$ cat config.mk
export PLATFORM = sky130hd
export DESIGN_NAME = cl_axi_mon_trig
export DESIGN_NICKNAME = d
export VERILOG_FILES = /design/src/rtl/cl_axi_mon_pkg.sv /design/src/rtl/cl_axi_mon_len_fifo.sv /design/src/rtl/cl_axi_mon_trig.sv
export SDC_FILE = /design/constraint.sdc
export NUM_CORES = 1
export LEC_CHECK = 0
export CELL_PAD_IN_SITES_DETAIL_PLACEMENT = 2
export CELL_PAD_IN_SITES_GLOBAL_PLACEMENT = 2
export CORE_MARGIN = 8
export CORE_UTILIZATION = 38
export CTS_CLUSTER_DIAMETER = 200
export DETAILED_ROUTE_END_ITERATION = 10
export MAX_ROUTING_LAYER = met4
export PLACE_DENSITY_LB_ADDON = 0.15
export SETUP_SLACK_MARGIN = 0.15
export SLEW_MARGIN = 30
export SYNTH_ARGS = -nofsm -noshare
export SYNTH_HDL_FRONTEND = slang
export SYNTH_SLANG_ARGS = --single-unit
$ cat constraint.sdc
create_clock -name aclk -period 7.5 [get_ports aclk]
set_input_delay 1.5 -clock aclk [delete_from_list [all_inputs] [get_ports aclk]]
set_output_delay 1.5 -clock aclk [all_outputs]
set_load 0.02 [all_outputs]
$ cat src/rtl/cl_axi_mon_pkg.sv
// cl_axi_mon_pkg: shared types and constants for the AXI monitor/trigger block.
package cl_axi_mon_pkg;

   localparam int MON_IDLE_W = 21;
   localparam int MON_LEN_W  = 8;

   typedef enum logic [3:0] {
      NONE        = 4'd0,
      B_NO_OUTST  = 4'd1,
      R_NO_OUTST  = 4'd2,
      WLAST_EARLY = 4'd3,
      WLAST_LATE  = 4'd4,
      LEN_OVF     = 4'd5
   } mon_err_e;

   // Only the handshake and burst-framing fields the monitor observes.
   typedef struct packed {
      logic                 awvalid;
      logic                 awready;
      logic [MON_LEN_W-1:0] awlen;
      logic                 wvalid;
      logic                 wready;
      logic                 wlast;
      logic                 bvalid;
      logic                 bready;
      logic                 arvalid;
      logic                 arready;
      logic                 rvalid;
      logic                 rready;
      logic                 rlast;
   } axi_bus_t;

endpackage

$ cat src/rtl/cl_axi_mon_len_fifo.sv
// cl_axi_mon_len_fifo: small synchronous FIFO holding awlen values of bursts awaiting W data.
module cl_axi_mon_len_fifo #(
   parameter int DEPTH = 16,
   parameter int W     = 8
) (
   input  logic         aclk,
   input  logic         arst,
   input  logic         push,
   input  logic         pop,
   input  logic [W-1:0] din,
   output logic [W-1:0] head,
   output logic         full,
   output logic         empty
);
   localparam int PW = $clog2(DEPTH);
   localparam logic [PW:0] PTR_ONE = (PW+1)'(1);

   logic [W-1:0] mem [DEPTH];
   logic [PW:0]  wr_ptr, rd_ptr;

   always_ff @(posedge aclk or posedge arst) begin
      if (arst) begin
         wr_ptr <= '0;
         rd_ptr <= '0;
      end else begin
         if (push && !full) wr_ptr <= wr_ptr + PTR_ONE;
         if (pop && !empty) rd_ptr <= rd_ptr + PTR_ONE;
      end
   end

   always_ff @(posedge aclk) begin
      if (push && !full) mem[wr_ptr[PW-1:0]] <= din;
   end

   assign head  = mem[rd_ptr[PW-1:0]];
   assign empty = (wr_ptr == rd_ptr);
   assign full  = (wr_ptr[PW] != rd_ptr[PW]) && (wr_ptr[PW-1:0] == rd_ptr[PW-1:0]);

endmodule

$ cat src/rtl/cl_axi_mon_trig.sv
// cl_axi_mon_trig: passive AXI4 monitor producing ILA trigger and status probes.
// Define CL_AXI_MON_PROTO_CHK_EN to compile in the awlen FIFO, W beat check and error codes.
module cl_axi_mon_trig
   import cl_axi_mon_pkg::*;
#(
   parameter int CNT_W          = 8,
   parameter int TIMEOUT_CYCLES = 4096,
   parameter int LEN_FIFO_DEPTH = 16
) (
   input  logic             aclk,
   input  logic             arst,
   input  axi_bus_t         mon_bus,
   input  logic             mon_clr,
   output logic [CNT_W-1:0] wr_outstanding,
   output logic [CNT_W-1:0] rd_outstanding,
   output logic             trig_wr_timeout,
   output logic             trig_rd_timeout,
   output logic             trig_proto_err,
   output logic             trig_any,
   output logic [3:0]       err_code
);
   localparam logic [CNT_W-1:0]      CNT_ONE  = CNT_W'(1);
   localparam logic [CNT_W-1:0]      CNT_MAX  = '1;
   localparam logic [MON_IDLE_W-1:0] IDLE_ONE = MON_IDLE_W'(1);
   localparam logic [MON_IDLE_W-1:0] IDLE_MAX = '1;
   localparam logic [MON_IDLE_W-1:0] IDLE_TMO = MON_IDLE_W'(TIMEOUT_CYCLES);

   logic                  hs_aw, hs_w, hs_b, hs_ar, hs_r;
   logic                  err_b, err_r;
   logic [CNT_W-1:0]      wr_cnt_d, rd_cnt_d;
   logic [MON_IDLE_W-1:0] wr_idle_q, rd_idle_q, wr_idle_d, rd_idle_d;
   logic                  wr_fire, rd_fire;
   logic                  wr_to_d, rd_to_d, proto_d;
   logic [3:0]            err_d;

   assign hs_aw = mon_bus.awvalid & mon_bus.awready;
   assign hs_w  = mon_bus.wvalid  & mon_bus.wready;
   assign hs_b  = mon_bus.bvalid  & mon_bus.bready;
   assign hs_ar = mon_bus.arvalid & mon_bus.arready;
   assign hs_r  = mon_bus.rvalid  & mon_bus.rready;

   assign err_b = hs_b & (wr_outstanding == '0);
   assign err_r = hs_r & (rd_outstanding == '0);

   always_comb begin
      wr_cnt_d = wr_outstanding;
      rd_cnt_d = rd_outstanding;
      if (hs_aw && !hs_b && wr_outstanding != CNT_MAX)
         wr_cnt_d = wr_outstanding + CNT_ONE;
      else if (hs_b && !hs_aw && wr_outstanding != '0)
         wr_cnt_d = wr_outstanding - CNT_ONE;
      if (hs_ar && !(hs_r && mon_bus.rlast) && rd_outstanding != CNT_MAX)
         rd_cnt_d = rd_outstanding + CNT_ONE;
      else if (hs_r && mon_bus.rlast && !hs_ar && rd_outstanding != '0)
         rd_cnt_d = rd_outstanding - CNT_ONE;
   end

   assign wr_fire = (wr_idle_q == IDLE_TMO);
   assign rd_fire = (rd_idle_q == IDLE_TMO);

   // Restarting on fire re-arms the watchdog, so a cleared flag reasserts on a continuing stall.
   always_comb begin
      wr_idle_d = wr_idle_q;
      rd_idle_d = rd_idle_q;
      if (wr_outstanding == '0 || hs_aw || hs_w || hs_b || wr_fire)
         wr_idle_d = '0;
      else if (wr_idle_q != IDLE_MAX)
         wr_idle_d = wr_idle_q + IDLE_ONE;
      if (rd_outstanding == '0 || hs_ar || hs_r || rd_fire)
         rd_idle_d = '0;
      else if (rd_idle_q != IDLE_MAX)
         rd_idle_d = rd_idle_q + IDLE_ONE;
   end

   assign wr_to_d = wr_fire | (trig_wr_timeout & ~mon_clr);
   assign rd_to_d = rd_fire | (trig_rd_timeout & ~mon_clr);

`ifdef CL_AXI_MON_PROTO_CHK_EN
   localparam int                BEAT_W   = MON_LEN_W + 1;
   localparam logic [BEAT_W-1:0] BEAT_ONE = BEAT_W'(1);
   localparam logic [BEAT_W-1:0] BEAT_MAX = '1;

   logic                 fifo_push, fifo_pop, fifo_full, fifo_empty;
   logic [MON_LEN_W-1:0] fifo_head;
   logic [BEAT_W-1:0]    beat_q, beat_d, beat_tot, len_tot;
   logic [CNT_W-1:0]     w_ahead_q, w_ahead_d;
   logic                 err_early, err_late, err_ovf;
   mon_err_e             new_err;

   cl_axi_mon_len_fifo #(
      .DEPTH (LEN_FIFO_DEPTH),
      .W     (MON_LEN_W)
   ) u_len_fifo (
      .aclk  (aclk),
      .arst  (arst),
      .push  (fifo_push),
      .pop   (fifo_pop),
      .din   (mon_bus.awlen),
      .head  (fifo_head),
      .full  (fifo_full),
      .empty (fifo_empty)
   );

   assign beat_tot = (beat_q == BEAT_MAX) ? beat_q : beat_q + BEAT_ONE;
   assign len_tot  = {1'b0, fifo_head} + BEAT_ONE;

   always_comb begin
      fifo_push = 1'b0;
      fifo_pop  = 1'b0;
      beat_d    = beat_q;
      w_ahead_d = w_ahead_q;
      err_early = 1'b0;
      err_late  = 1'b0;
      err_ovf   = 1'b0;
      if (hs_w) begin
         if (mon_bus.wlast) begin
            beat_d = '0;
            if (!fifo_empty) begin
               fifo_pop  = 1'b1;
               err_early = (beat_tot < len_tot);
            end else if (w_ahead_q != CNT_MAX) begin
               w_ahead_d = w_ahead_q + CNT_ONE;
            end
         end else begin
            beat_d   = beat_tot;
            err_late = !fifo_empty && (beat_tot > len_tot);
         end
      end
      // An AW trailing its own W data only retires the early-data credit.
      if (hs_aw) begin
         if (w_ahead_q != '0) w_ahead_d = w_ahead_d - CNT_ONE;
         else if (fifo_full)  err_ovf   = 1'b1;
         else                 fifo_push = 1'b1;
      end
   end

   always_comb begin
      new_err = NONE;
      if      (err_b)     new_err = B_NO_OUTST;
      else if (err_r)     new_err = R_NO_OUTST;
      else if (err_early) new_err = WLAST_EARLY;
      else if (err_late)  new_err = WLAST_LATE;
      else if (err_ovf)   new_err = LEN_OVF;
   end

   always_comb begin
      err_d = err_code;
      if (new_err != NONE && (err_code == 4'd0 || mon_clr)) err_d = new_err;
      else if (mon_clr)                                     err_d = 4'd0;
   end

   assign proto_d = (new_err != NONE) | (trig_proto_err & ~mon_clr);

   always_ff @(posedge aclk or posedge arst) begin
      if (arst) begin
         beat_q    <= '0;
         w_ahead_q <= '0;
      end else begin
         beat_q    <= beat_d;
         w_ahead_q <= w_ahead_d;
      end
   end
`else
   logic unused_proto;
   assign unused_proto = ^{mon_bus.awlen, mon_bus.wlast, err_b, err_r, (LEN_FIFO_DEPTH == 0)};
   assign proto_d      = 1'b0;
   assign err_d        = 4'd0;
`endif

   always_ff @(posedge aclk or posedge arst) begin
      if (arst) begin
         wr_outstanding  <= '0;
         rd_outstanding  <= '0;
         wr_idle_q       <= '0;
         rd_idle_q       <= '0;
         trig_wr_timeout <= 1'b0;
         trig_rd_timeout <= 1'b0;
         trig_proto_err  <= 1'b0;
         trig_any        <= 1'b0;
         err_code        <= 4'd0;
      end else begin
         wr_outstanding  <= wr_cnt_d;
         rd_outstanding  <= rd_cnt_d;
         wr_idle_q       <= wr_idle_d;
         rd_idle_q       <= rd_idle_d;
         trig_wr_timeout <= wr_to_d;
         trig_rd_timeout <= rd_to_d;
         trig_proto_err  <= proto_d;
         trig_any        <= wr_to_d | rd_to_d | proto_d;
         err_code        <= err_d;
      end
   end

endmodule

# Yosys cells after proc, flatten, opt, wreduce, memory -nomap -nowiden
# Index checks and enable logic that the tools add are counted.
# word_totals
register_bits	61
input_bits	23
output_inout_bits	24
wordCells	66
# classes
add_sub_neg	6
eq_ne	6
muxes	8
bitwise_logic	11
reduce_logical	28
# op_table
op	count
21-bit two-way mux	4
21-bit by 1-bit adder with 21-bit output (second input constant)	2
21-bit by 13-bit == test with 1-bit output (second input constant)	2
21-bit != test (second input constant)	2
8-bit two-way mux	4
8-bit by 1-bit adder with 8-bit output (second input constant)	2
8-bit logical NOT	2
8-bit != test (second input constant)	2
8-bit nonzero test	2
8-bit by 1-bit subtractor with 8-bit output (second input constant)	2
1-bit logical AND	9
2-bit nonzero test	4
1-bit bitwise AND	7
1-bit logical OR	7
1-bit logical NOT	4
1-bit OR	3
1-bit inverter	1

# Logic depth before layout (Yosys ltp)
# Gate-level depths: netlist of run 1.
# depth
word_depth	6
depth_mapped	9
depth_no_buf	9

# Least setup slack after synthesis of run 1
# OpenSTA, ideal clock, no wires.
# synth_path
path_kind	input to register
start	in mon_bus[2] in the netlist's numbering
end	reg rd_outstanding[6]
setup_time_ns	0.125
arrival_time_ns	3.373
t_required_ns	7.375
setup_slack_ns	4.003
stages	9
path_buffers	0
cell_sequence	and3_1 -> nor2_1 -> o21ai_0 -> fa_1 -> a211oi_1 -> o21bai_1 -> a21oi_1 -> xnor2_1 -> mux2_2
# synth_via
elab_chain_cells	6
word_cells_on_any_way	9
cone_classes	mux (1); bitwise (1); reduce/logical (7)
# synth_lines
item	line	text
start: declaration	cl_axi_mon_trig.sv:12	input axi_bus_t mon_bus,
1-bit bitwise AND *	cl_axi_mon_trig.sv:40	assign hs_r = mon_bus.rvalid & mon_bus.rready;
1-bit logical AND *	cl_axi_mon_trig.sv:52, cl_axi_mon_trig.sv:54	
1-bit logical NOT	cl_axi_mon_trig.sv:52	if (hs_ar && !(hs_r && mon_bus.rlast) && rd_outstanding != CNT_MAX)
1-bit logical AND (2 in a row)	cl_axi_mon_trig.sv:52	
8-bit two-way mux or 2-bit nonzero test (tied branches)	n/a	
end signal: assignment	cl_axi_mon_trig.sv:183	rd_outstanding <= rd_cnt_d;
end: declaration	cl_axi_mon_trig.sv:15	output logic [CNT_W-1:0] rd_outstanding,
# Mark *: on every way between the ends. The rest lies on a longest branch, timed or not.
# A chain may end at the register's enable or synchronous reset.

# Final worst setup path of run 1
# layout_path
start	in mon_bus[19] in the netlist's numbering
end	reg wr_outstanding[7]
# layout_via
elab_chain_cells	5
word_cells_on_any_way	8
cone_classes	mux (1); bitwise (1); reduce/logical (6)
# layout_lines
item	line	text
1-bit bitwise AND *	cl_axi_mon_trig.sv:36	assign hs_aw = mon_bus.awvalid & mon_bus.awready;
1-bit logical NOT	cl_axi_mon_trig.sv:50	else if (hs_b && !hs_aw && wr_outstanding != '0)
1-bit logical AND (2 in a row)	cl_axi_mon_trig.sv:50	
2-bit nonzero test (no source line)	n/a	
end signal: assignment	cl_axi_mon_trig.sv:182	wr_outstanding <= wr_cnt_d;
end: declaration	cl_axi_mon_trig.sv:14	output logic [CNT_W-1:0] wr_outstanding,
# Marked as above.

==> results of run 1 <==
## metal layers
metal	routed length (µm)	up-vias	GRT usage [%]	part of all wire, %
met1	4560	1616	20.6	43
met4	167	0	5.36	1.6
met5	0	-	-	0
li1	-	1504	-	-
met2	5550	32	30.1	53
met3	258	14	3.31	2.4
## logic make-up after synthesis
logic type / count (synthesis)
AO/OA/AOI/OAI: 66
multiplexers: 17
AND/OR/NAND/NOR: 169
other: 1
XOR/XNOR: 41
buffers and inverters: 24
adder cells (fa/ha/maj): 18
flip-flops: 61
## power breakdown
| part | leakage (nW) | internal (W) | switching, W |
|---|---|---|---|
| clock | 0.102 | 0.000171 | 0.000136 |
| sequential | 0.811 | 0.000381 | 0.0000824 |
| combinational | 0.871 | 0.000268 | 0.000272 |
| total | 1.78 | 0.000820 | 0.000490 |
## registers in the layout, summed over array words and instances, names as in the netlist
| name | count |
|---|---|
| rd_idle_q | 21 |
| wr_idle_q | 21 |
| rd_outstanding | 8 |
| wr_outstanding | 8 |
| trig_any | 1 |
| trig_rd_timeout | 1 |
| trig_wr_timeout | 1 |
## stage by stage
stage | instances | instance area, µm² | worst slack [ps]
5_1_grt | 570 | 4480 | 3410
3_5_place_dp | 554 | 4270 | 3250
2_1_floorplan | 401 | 3850 | 4000
3_3_place_gp | 554 | 4270 | 3220
6_report | 570 | 4480 | 3620
4_1_cts | 570 | 4480 | 3580
## Yosys cell counts (2+ instances only)
library cell and n:
sky130_fd_sc_hd__o21ai_0 15, sky130_fd_sc_hd__fa_1 2, sky130_fd_sc_hd__buf_4 5, sky130_fd_sc_hd__a21oi_1 19, sky130_fd_sc_hd__nand2b_1 4, sky130_fd_sc_hd__dfrtp_1 61, sky130_fd_sc_hd__xnor2_1 30, sky130_fd_sc_hd__buf_2 4
sky130_fd_sc_hd__ha_1 16, sky130_fd_sc_hd__nor4_2 2, sky130_fd_sc_hd__a21o_1 4, sky130_fd_sc_hd__o21bai_1 4, sky130_fd_sc_hd__nor3_1 14, sky130_fd_sc_hd__a211oi_1 7, sky130_fd_sc_hd__a2111oi_4 2, sky130_fd_sc_hd__and4_1 2
sky130_fd_sc_hd__inv_1 10, sky130_fd_sc_hd__nand4_2 2, sky130_fd_sc_hd__or2_2 2, sky130_fd_sc_hd__a31oi_1 8, sky130_fd_sc_hd__nor2_1 46, sky130_fd_sc_hd__and3_1 11, sky130_fd_sc_hd__nor4_1 15, sky130_fd_sc_hd__mux2_2 12
sky130_fd_sc_hd__clkbuf_1 4, sky130_fd_sc_hd__nand2_1 23, sky130_fd_sc_hd__nor3_2 2, sky130_fd_sc_hd__nand4_1 12, sky130_fd_sc_hd__xor2_1 11, sky130_fd_sc_hd__mux2i_1 5, sky130_fd_sc_hd__nor4b_1 4, sky130_fd_sc_hd__nand3_1 20
## how the worst max path moves through the flow
stage,slack [ps],end,cells after the start
finish,3620,wr_outstanding[7],10
global route,3410,wr_outstanding[7],10
CTS,3580,wr_outstanding[7],10
detailed placement,3250,wr_outstanding[7],10
global placement,3220,wr_outstanding[7],10
floorplan,4000,rd_outstanding[6],9
## final cells by class
class | instances | area [µm²]
fillers | 1078 | 5290
multi-input cells | 316 | 2210
flip-flops and latches | 61 | 1530
repair buffers | 34 | 335
well taps | 133 | 166
clock buffers | 11 | 151
clock inverters | 5 | 58.8
inverters | 10 | 37.5
==> metrics.yaml, run 1 <==
rsz0062_at_grt: "no"
max_frequency_mhz: 258
synthesis.area_um2: 3830
drive_gt1_share_pct: 11.2
ys_ff_latch: 61
fp.dieArea_um2: 13600
die_width_um: 116
yosysWarningCount: 0
cts.repair_timing.setup_buffer_count: 0
global_route.overflow_total: 0
crit_path_max_fanout: 9
worst_hold_path.num_cells: 1
timing.critical_path.required_ps: 7760
first_global_vias: 3515
cts.repair.resized: 0
std_cell_rows: 36
kind_of_critical_path: "in2reg"
fin_hold_ws_ps: 531
synth.mux.area_fraction_pct: 4.83
period_share_pct: 51.7
ctsHoldBuffers: 0
timing.final.hold_violations: 0
post_synth_num_cell_types: 51
synth_largest_type_area_fraction_pct: 39.8
final_common_cell: "sky130_fd_sc_hd__dfrtp_1"
max_cap_viols: 0
slew_headroom_pct: 39.0
synth.largest_area_cell: "sky130_fd_sc_hd__dfrtp_1"
maximum_number_of_pins_on_one_net_before_global_route_repair: 62
p_leak_nw: 1.78
drtIter0Drc: 74
drcViolationCount: 0
cts.root.buffer_cell: "sky130_fd_sc_hd__clkbuf_8"
timing.critical_path.cells: "clkdlybuf4s50_1, nand2_1, a21oi_1, o21ai_1, ha_1, a211oi_1, o21ai_0, a31oi_1, mux2i_1, xor2_1"
synth_top_cells_by_area: "sky130_fd_sc_hd__dfrtp_1 (40%), sky130_fd_sc_hd__xnor2_1 (6.9%), sky130_fd_sc_hd__ha_1 (5.2%)"
design.portCount: 47
post_synth_xor_xnor_area_pct: 9.36
final_max_slew_viol_count: 0
initial_core_util_pct: 39.2
synthCells: 397
cts_tree: "done"
synth_sequential_area_ratio_pct: 39.8
worst_setup_path_start_kind: "primary input"
crit_buf_inv: 1
groute.usage.overall_pct: 17.6
run_status: "complete, no violations"
gp_congestion: 0.764
largest_family_of_logic_cells_by_synthesized_area: "simple AND/OR/NAND/NOR gates"
total_power_w: 0.00131
detail_route.wl_per_cell_um: 18.5
drt_pre_antenna_iters: 4
post_drt_via_cell_ratio: 5.55
clk_latency_ps: 340
arrival_ps: 4140
detail-route-antenna-nets: 0
final_period_minus_worst_setup_slack_ps: 3880
max-vdd-ir-drop_v: 0.000168
skew_ps: 7.40
clk_transition_reported_paths_ps: 70
rrSetupSlack_ps: 4630
clock_buffer_depth: 2
edff_count_synth: 0
worstRegToRegCells: 8
critical_path.reg2reg.endpoint: "wr_outstanding[7]"
postSynth.topFlopCell: "sky130_fd_sc_hd__dfrtp_1"
avgSynthCellArea_um2: 9.66
num_vias: 3166
rr_startpoint: "wr_outstanding[0]"
post_synth_fa_ha_maj_area_fraction_pct: 6.26
critPathTopFamily: "compound AO/OA/AOI/OAI gates"
holdPathEnd: "wr_outstanding[7]"
fin_setup_tns_ps: 0
utilization_pct: 45.9
timing.critical_path.slowest_cell_delay_ps: 460
clock_buffers_created_by_tritoncts: 9
die_height_um: 116
power-per-cell-area_nw_per_um2: 292
grt_pass1_wl_mm: 18.3
cp_slowest_cell: "sky130_fd_sc_hd__clkdlybuf4s50_1"
h-tree-depth: 3
flow.area_growth_from_synthesis_pct: 16.9
worst-slew-pin-transition_ps: 909
wl_mm: 10.5
synth-compound-area-share_pct: 12.2
crit_start: "mon_bus[19]"
number_of_clock_sinks: 61
coreArea_um2: 9770
synth-async-reset-ratio_pct: 100
diodes_inserted: 0
dp_hpwl_mm: 7.73
worstHoldStart: "wr_outstanding[7]"
holdCritPathClass: "reg2reg"
synth_simple_gate_area_share_pct: 24.3
final_nets: 473
worst_setup_path_end_kind: "register"
numPortBuffers: 32
finalSetupViolCount: 0
layout_common_cells: "sky130_fd_sc_hd__dfrtp_1 (61), sky130_fd_sc_hd__nor2_1 (46), sky130_fd_sc_hd__clkdlybuf4s50_1 (32)"
antenna_found_initial: 0
Note: power is estimated with default switching activity, not from simulation.
==> run 2, diff against run 1 <==
--- a/config.mk
+++ b/config.mk
@@ -8,7 +8,7 @@
 export CELL_PAD_IN_SITES_DETAIL_PLACEMENT = 2
 export CELL_PAD_IN_SITES_GLOBAL_PLACEMENT = 2
 export CORE_MARGIN = 8
-export CORE_UTILIZATION = 38
+export CORE_UTILIZATION = 35
 export CTS_CLUSTER_DIAMETER = 200
 export DETAILED_ROUTE_END_ITERATION = 10
 export MAX_ROUTING_LAYER = met4
==> constraint.sdc (replaced) <==
create_clock -name aclk -period 3.9 [get_ports aclk]
set_input_delay 0.78 -clock aclk [delete_from_list [all_inputs] [get_ports aclk]]
set_output_delay 0.78 -clock aclk [all_outputs]
set_load 0.02 [all_outputs]
==> run 2 against run 1 <==
Routed wire length is 1.1% higher. Critical path depth stayed put. Utilization is 4.0 points lower. Largest power group unchanged. Sequential power is 92% higher. Via count is 0.16% lower. Critical endpoint is now wr_outstanding[6]. Flip-flop and latch count stayed put. Global-route usage is 2.0 points lower. Non-clock buffer count is 1 higher. Clock skew hardly changed. Combinational power is 91% higher.
==> metrics.yaml, run 2 (synthesized netlist as in run 1, its figures left out) <==
worst_setup_path_start_kind: "primary input"
timing.critical_path.cells: "clkdlybuf4s50_1, nand2_1, a21oi_1, o21ai_0, fa_1, a211oi_1, o21bai_1, a21oi_1, xnor2_1, mux2_2"
grt_pass1_wl_mm: 17.7
worst-path-stages: 10
cts.repair.resized: 0
global_route.overflow_total: 0
crit_buf_inv: 1
number_of_clock_sinks: 61
stdcell_count: 578
p_leak_nw: 1.79
numPortBuffers: 32
rr_startpoint: "wr_outstanding[0]"
timing.critical_path.to: "wr_outstanding[6]"
num_vias: 3161
grt_use_met2_pct: 24.7
rsz0062_at_grt: "no"
maximum_number_of_pins_on_one_net_before_global_route_repair: 51
clk_latency_ps: 350
antenna_found_initial: 0
reg_top3: "rd_idle_q x21, wr_idle_q x21"
crit_path_max_fanout: 7
post_drt_via_cell_ratio: 5.47
final_max_slew_viol_count: 0
wl_mm: 10.7
gp_congestion: 0.768
timing.critical_path.slowest_cell_delay_ps: 560
cts.root.buffer_cell: "sky130_fd_sc_hd__clkbuf_8"
cts_tree: "done"
die_height_um: 121
cp_slowest_cell: "sky130_fd_sc_hd__fa_1"
met1_usage_pct: 19.5
arrival_ps: 3300
diodes_inserted: 0
switchingPower_w: 0.000939
drive_gt1_share_pct: 11.2
max_frequency_mhz: 327
fin_hold_ws_ps: 539
die_width_um: 121
fp.dieArea_um2: 14600
power-per-cell-area_nw_per_um2: 563
sequential_power_share_pct: 35.0
clock_buffers_created_by_tritoncts: 9
fin_setup_tns_ps: 0
p_int_w: 0.00159
drt_pre_antenna_iters: 4
run_status: "complete, no violations"
flow.area_growth_from_synthesis_pct: 17.4
max_cap_viols: 0
swShare_pct: 37.1
final_common_cell: "sky130_fd_sc_hd__dfrtp_1"
finalSetupViolCount: 0
max-vdd-ir-drop_v: 0.000314
critical_path.reg2reg.endpoint: "wr_outstanding[7]"
timing.critical_path.required_ps: 4140
crit_start: "mon_bus[19]"
critPathTopFamily: "compound AO/OA/AOI/OAI gates"
grt_use_met3_pct: 2.80
pwr-share-clk_pct: 24.5
kind_of_critical_path: "in2reg"
worst-slew-pin-transition_ps: 919
power_frac_comb_pct: 40.5
groute.usage.overall_pct: 15.7
detail-route-antenna-nets: 0
clk_transition_reported_paths_ps: 70
layout_common_cells: "sky130_fd_sc_hd__dfrtp_1 (61), sky130_fd_sc_hd__nor2_1 (46), sky130_fd_sc_hd__clkdlybuf4s50_1 (32)"
drcViolationCount: 0
holdCritPathClass: "reg2reg"
clock_buffer_depth: 2
timing.final.hold_violations: 0
final_nets: 474
coreArea_um2: 10700
dp_hpwl_mm: 7.57
std_cell_rows: 38
first_global_vias: 3538
worstRegToRegCells: 8
skew_ps: 6.91
detail_route.wl_per_cell_um: 18.4
globalRoute.busiestLayer: "met2"
ctsHoldBuffers: 0
dpl.cell_count: 562
h-tree-depth: 3
worst_setup_path_end_kind: "register"
cts.repair_timing.setup_buffer_count: 0
design.portCount: 47
initial_core_util_pct: 35.7
rrSetupSlack_ps: 1010
period_share_pct: 78.5
slew_headroom_pct: 38.2
final_period_minus_worst_setup_slack_ps: 3060
drtIter0Drc: 82
path_common_cell: "sky130_fd_sc_hd__a21oi_1"
==> run 2: cell types whose count changed in the layout (fill, tap and decap cells not counted), sizes merged <==
cell and change:
clkinvlp -1, clkinv -1, clkbuf +2, buf +1
==> run 2: area by class of cell <==
cell class              count  area, µm²
clock inverters             3       42.5
fillers                  1179       6240
well taps                 140        175
clock buffers              13        169
repair buffers             35        343
inverters                  10       37.5
flip-flops and latches     61       1530
multi-input cells         316       2210
==> run 2: worst min-delay path by stage <==
stage / start / depth (start not counted) / endpoint
after CTS: rd_outstanding[7] / 1 / rd_outstanding[7]
final: rd_outstanding[7] / 1 / rd_outstanding[7]
after global placement: wr_outstanding[7] / 1 / wr_outstanding[7]
after floorplan: rd_idle_q[20] / 2 / rd_idle_q[20]
after global routing: rd_outstanding[7] / 1 / rd_outstanding[7]
after detailed placement: rd_outstanding[7] / 1 / rd_outstanding[7]
==> run 2: through the flow <==
step	total power, W	area (µm²)	util [%]	setup WS (ps)
floorplan	0.00156	3850	-	1120
CTS	0.00258	4500	41.8	784
finish	0.00253	4500	41.9	840
global placement	0.00189	4280	39.9	575
global route	0.00270	4500	41.9	674
detailed placement	0.00194	4280	39.9	400
==> run 2: power by group through the flow <==
| stage | Combinational (W) | Sequential (W) | Clock [W] |
|---|---|---|---|
| detailed placement | 0.00104 | 0.000898 | 0 |
| floorplan | 0.000597 | 0.000967 | 0 |
| global route | 0.00113 | 0.000910 | 0.000659 |
| CTS | 0.00105 | 0.000890 | 0.000640 |
| global placement | 0.00100 | 0.000892 | 0 |
| finish | 0.00103 | 0.000887 | 0.000620 |
==> run 2: metal layers <==
metal	routed length, µm	part of all wire (%)
met3	238	2.2
met2	5010	47
met1	5250	49
met4	166	1.6
met5	0	0
==> run 3, diff against run 2 <==
==> constraint.sdc (replaced) <==
create_clock -name aclk -period 2.9 [get_ports aclk]
set_input_delay 0.58 -clock aclk [delete_from_list [all_inputs] [get_ports aclk]]
set_output_delay 0.58 -clock aclk [all_outputs]
set_load 0.02 [all_outputs]
==> run 3 against run 2 <==
Via count up 3.5%. Worst setup slack worse by 590 ps. Die area did not move. Critical path type unchanged. Critical endpoint is now rd_outstanding[7]. Largest cell class unchanged.
==> metrics.yaml, run 3 (synthesized netlist as in run 1, its figures left out) <==
run_status: "complete, no violations"
number_of_clock_sinks: 61
finalSetupViolCount: 0
rr_startpoint: "wr_outstanding[0]"
utilization_pct: 43.4
cts.root.buffer_cell: "sky130_fd_sc_hd__clkbuf_8"
clk_latency_ps: 350
layout_common_cells: "sky130_fd_sc_hd__dfrtp_1 (61), sky130_fd_sc_hd__nor2_1 (46), sky130_fd_sc_hd__clkdlybuf4s50_1 (32)"
timing.final.hold_violations: 0
arrival_ps: 2910
crit_start: "mon_bus[2]"
timing.critical_path.cells: "clkdlybuf4s50_1, and3_1, nor2_1, o21ai_2, buf_4, ha_1, o21ai_0, o21ai_1, a31oi_1, mux2i_1, xor2_1"
h-tree-depth: 3
gp_congestion: 0.784
dp_hpwl_mm: 8.38
max_frequency_mhz: 378
crit_path_max_fanout: 6
wl_mm: 11.0
worst-slew-pin-transition_ps: 758
slew_headroom_pct: 49.3
max-vdd-ir-drop_v: 0.000444
p_leak_nw: 1.89
die_width_um: 121
first_global_vias: 3761
timing.critical_path.slowest_cell_delay_ps: 410
m1WireLength_mm: 5.31
max_cap_viols: 0
timing.critical_path.required_ps: 3170
clock_buffers_created_by_tritoncts: 9
layout_setup_ws_ps: 255
met2RoutedLength_mm: 5.23
numPortBuffers: 32
final_max_slew_viol_count: 0
preCtsSetupSlack_ps: -435
cp_slowest_cell: "sky130_fd_sc_hd__clkdlybuf4s50_1"
die_height_um: 121
coreArea_um2: 10700
rsz0062_at_grt: "yes"
std_cell_rows: 38
antenna_found_initial: 0
final_period_minus_worst_setup_slack_ps: 2650
fin_hold_ws_ps: 473
design.portCount: 47
fp.dieArea_um2: 14600
drt_pre_antenna_iters: 4
drive_gt1_share_pct: 16.5
wl_met3_um: 229
power-per-cell-area_nw_per_um2: 755
skew_ps: 9.49
drtIter0Drc: 104
detail_route.wl_per_cell_um: 18.2
drcViolationCount: 0
worst_setup_path_start_kind: "primary input"
maximum_number_of_pins_on_one_net_before_global_route_repair: 29
final_common_cell: "sky130_fd_sc_hd__dfrtp_1"
post_drt_via_cell_ratio: 5.44
groute.usage.overall_pct: 16.8
num_vias: 3272
reg_top3: "rd_idle_q x21, wr_idle_q x21"
dpl.cell_count: 588
grt_pass1_wl_mm: 19.0
diodes_inserted: 0
worstRegToRegCells: 9
top_signal_layer_used: "met4"
clock_buffer_depth: 2
flow.area_growth_from_synthesis_pct: 21.5
worst_setup_path_end_kind: "register"
clk_transition_reported_paths_ps: 70
initial_core_util_pct: 35.7
period_share_pct: 91.2
kind_of_critical_path: "in2reg"
detail-route-antenna-nets: 0
holdCritPathClass: "in2async"
global_route.overflow_total: 0
final_nets: 500
stdcell_count: 602
cts_tree: "done"
run 3: power breakdown:
| part | internal [W] | switching [W] |
|---|---|---|
| sequential | 0.000985 | 0.000194 |
| combinational | 0.000862 | 0.000790 |
| clock | 0.000345 | 0.000339 |
run 3: worst paths after layout:
| kind | end | slack, ps |
|---|---|---|
| max in group asynchronous | wr_idle_q[16] | 1770 |
| hold reg to reg | wr_outstanding[7] | 550 |
| hold / removal | wr_outstanding[3] | 470 |
| setup reg to reg | wr_outstanding[7] | 490 |
| setup / recovery | rd_outstanding[7] | 250 |
| min in group aclk | wr_outstanding[7] | 550 |
run 3: critical path, delay by kind of cell:
family	cells	cell delay (ps)
multiplexers	1	260
adder cells (fa/ha/maj)	1	320
AND/OR/NAND/NOR	2	330
XOR/XNOR	1	180
AO/OA/AOI/OAI	4	650
buffers and inverters	2	590
run 3: layout make-up:
type                    instances  area, µm²
fillers                      1205       6090
multi-input cells             316       2220
flip-flops and latches         61       1530
repair buffers                 61        538
well taps                     140        175
clock buffers                  12        155
inverters                      10       37.5
clock inverters                 2       10.0
run 3: what timing repair did:
action	4_1_cts	5_1_grt
endpoints found under the setup margin	2	3
pin swaps	0	1
gates cloned	0	0
setup buffers	0	0
gates resized for setup	3	3
hold buffers	0	0
run 3: metal layers:
metal  vias to the layer above  GRT usage, %
li1                       1563             -
met1                      1659          20.4
met2                        38          26.7
met3                        12          3.17
met4                         0          7.34
met5                         -             -
run 3: stage by stage:
stage | cell area, µm² | power [W] | TNS (ps)
3_3_place_gp | 4480 | 0.00274 | -472
4_1_cts | 4650 | 0.00357 | 0
3_5_place_dp | 4480 | 0.00283 | -1380
6_report | 4660 | 0.00352 | 0
5_1_grt | 4660 | 0.00375 | 0
2_1_floorplan | 3850 | 0.00210 | 0
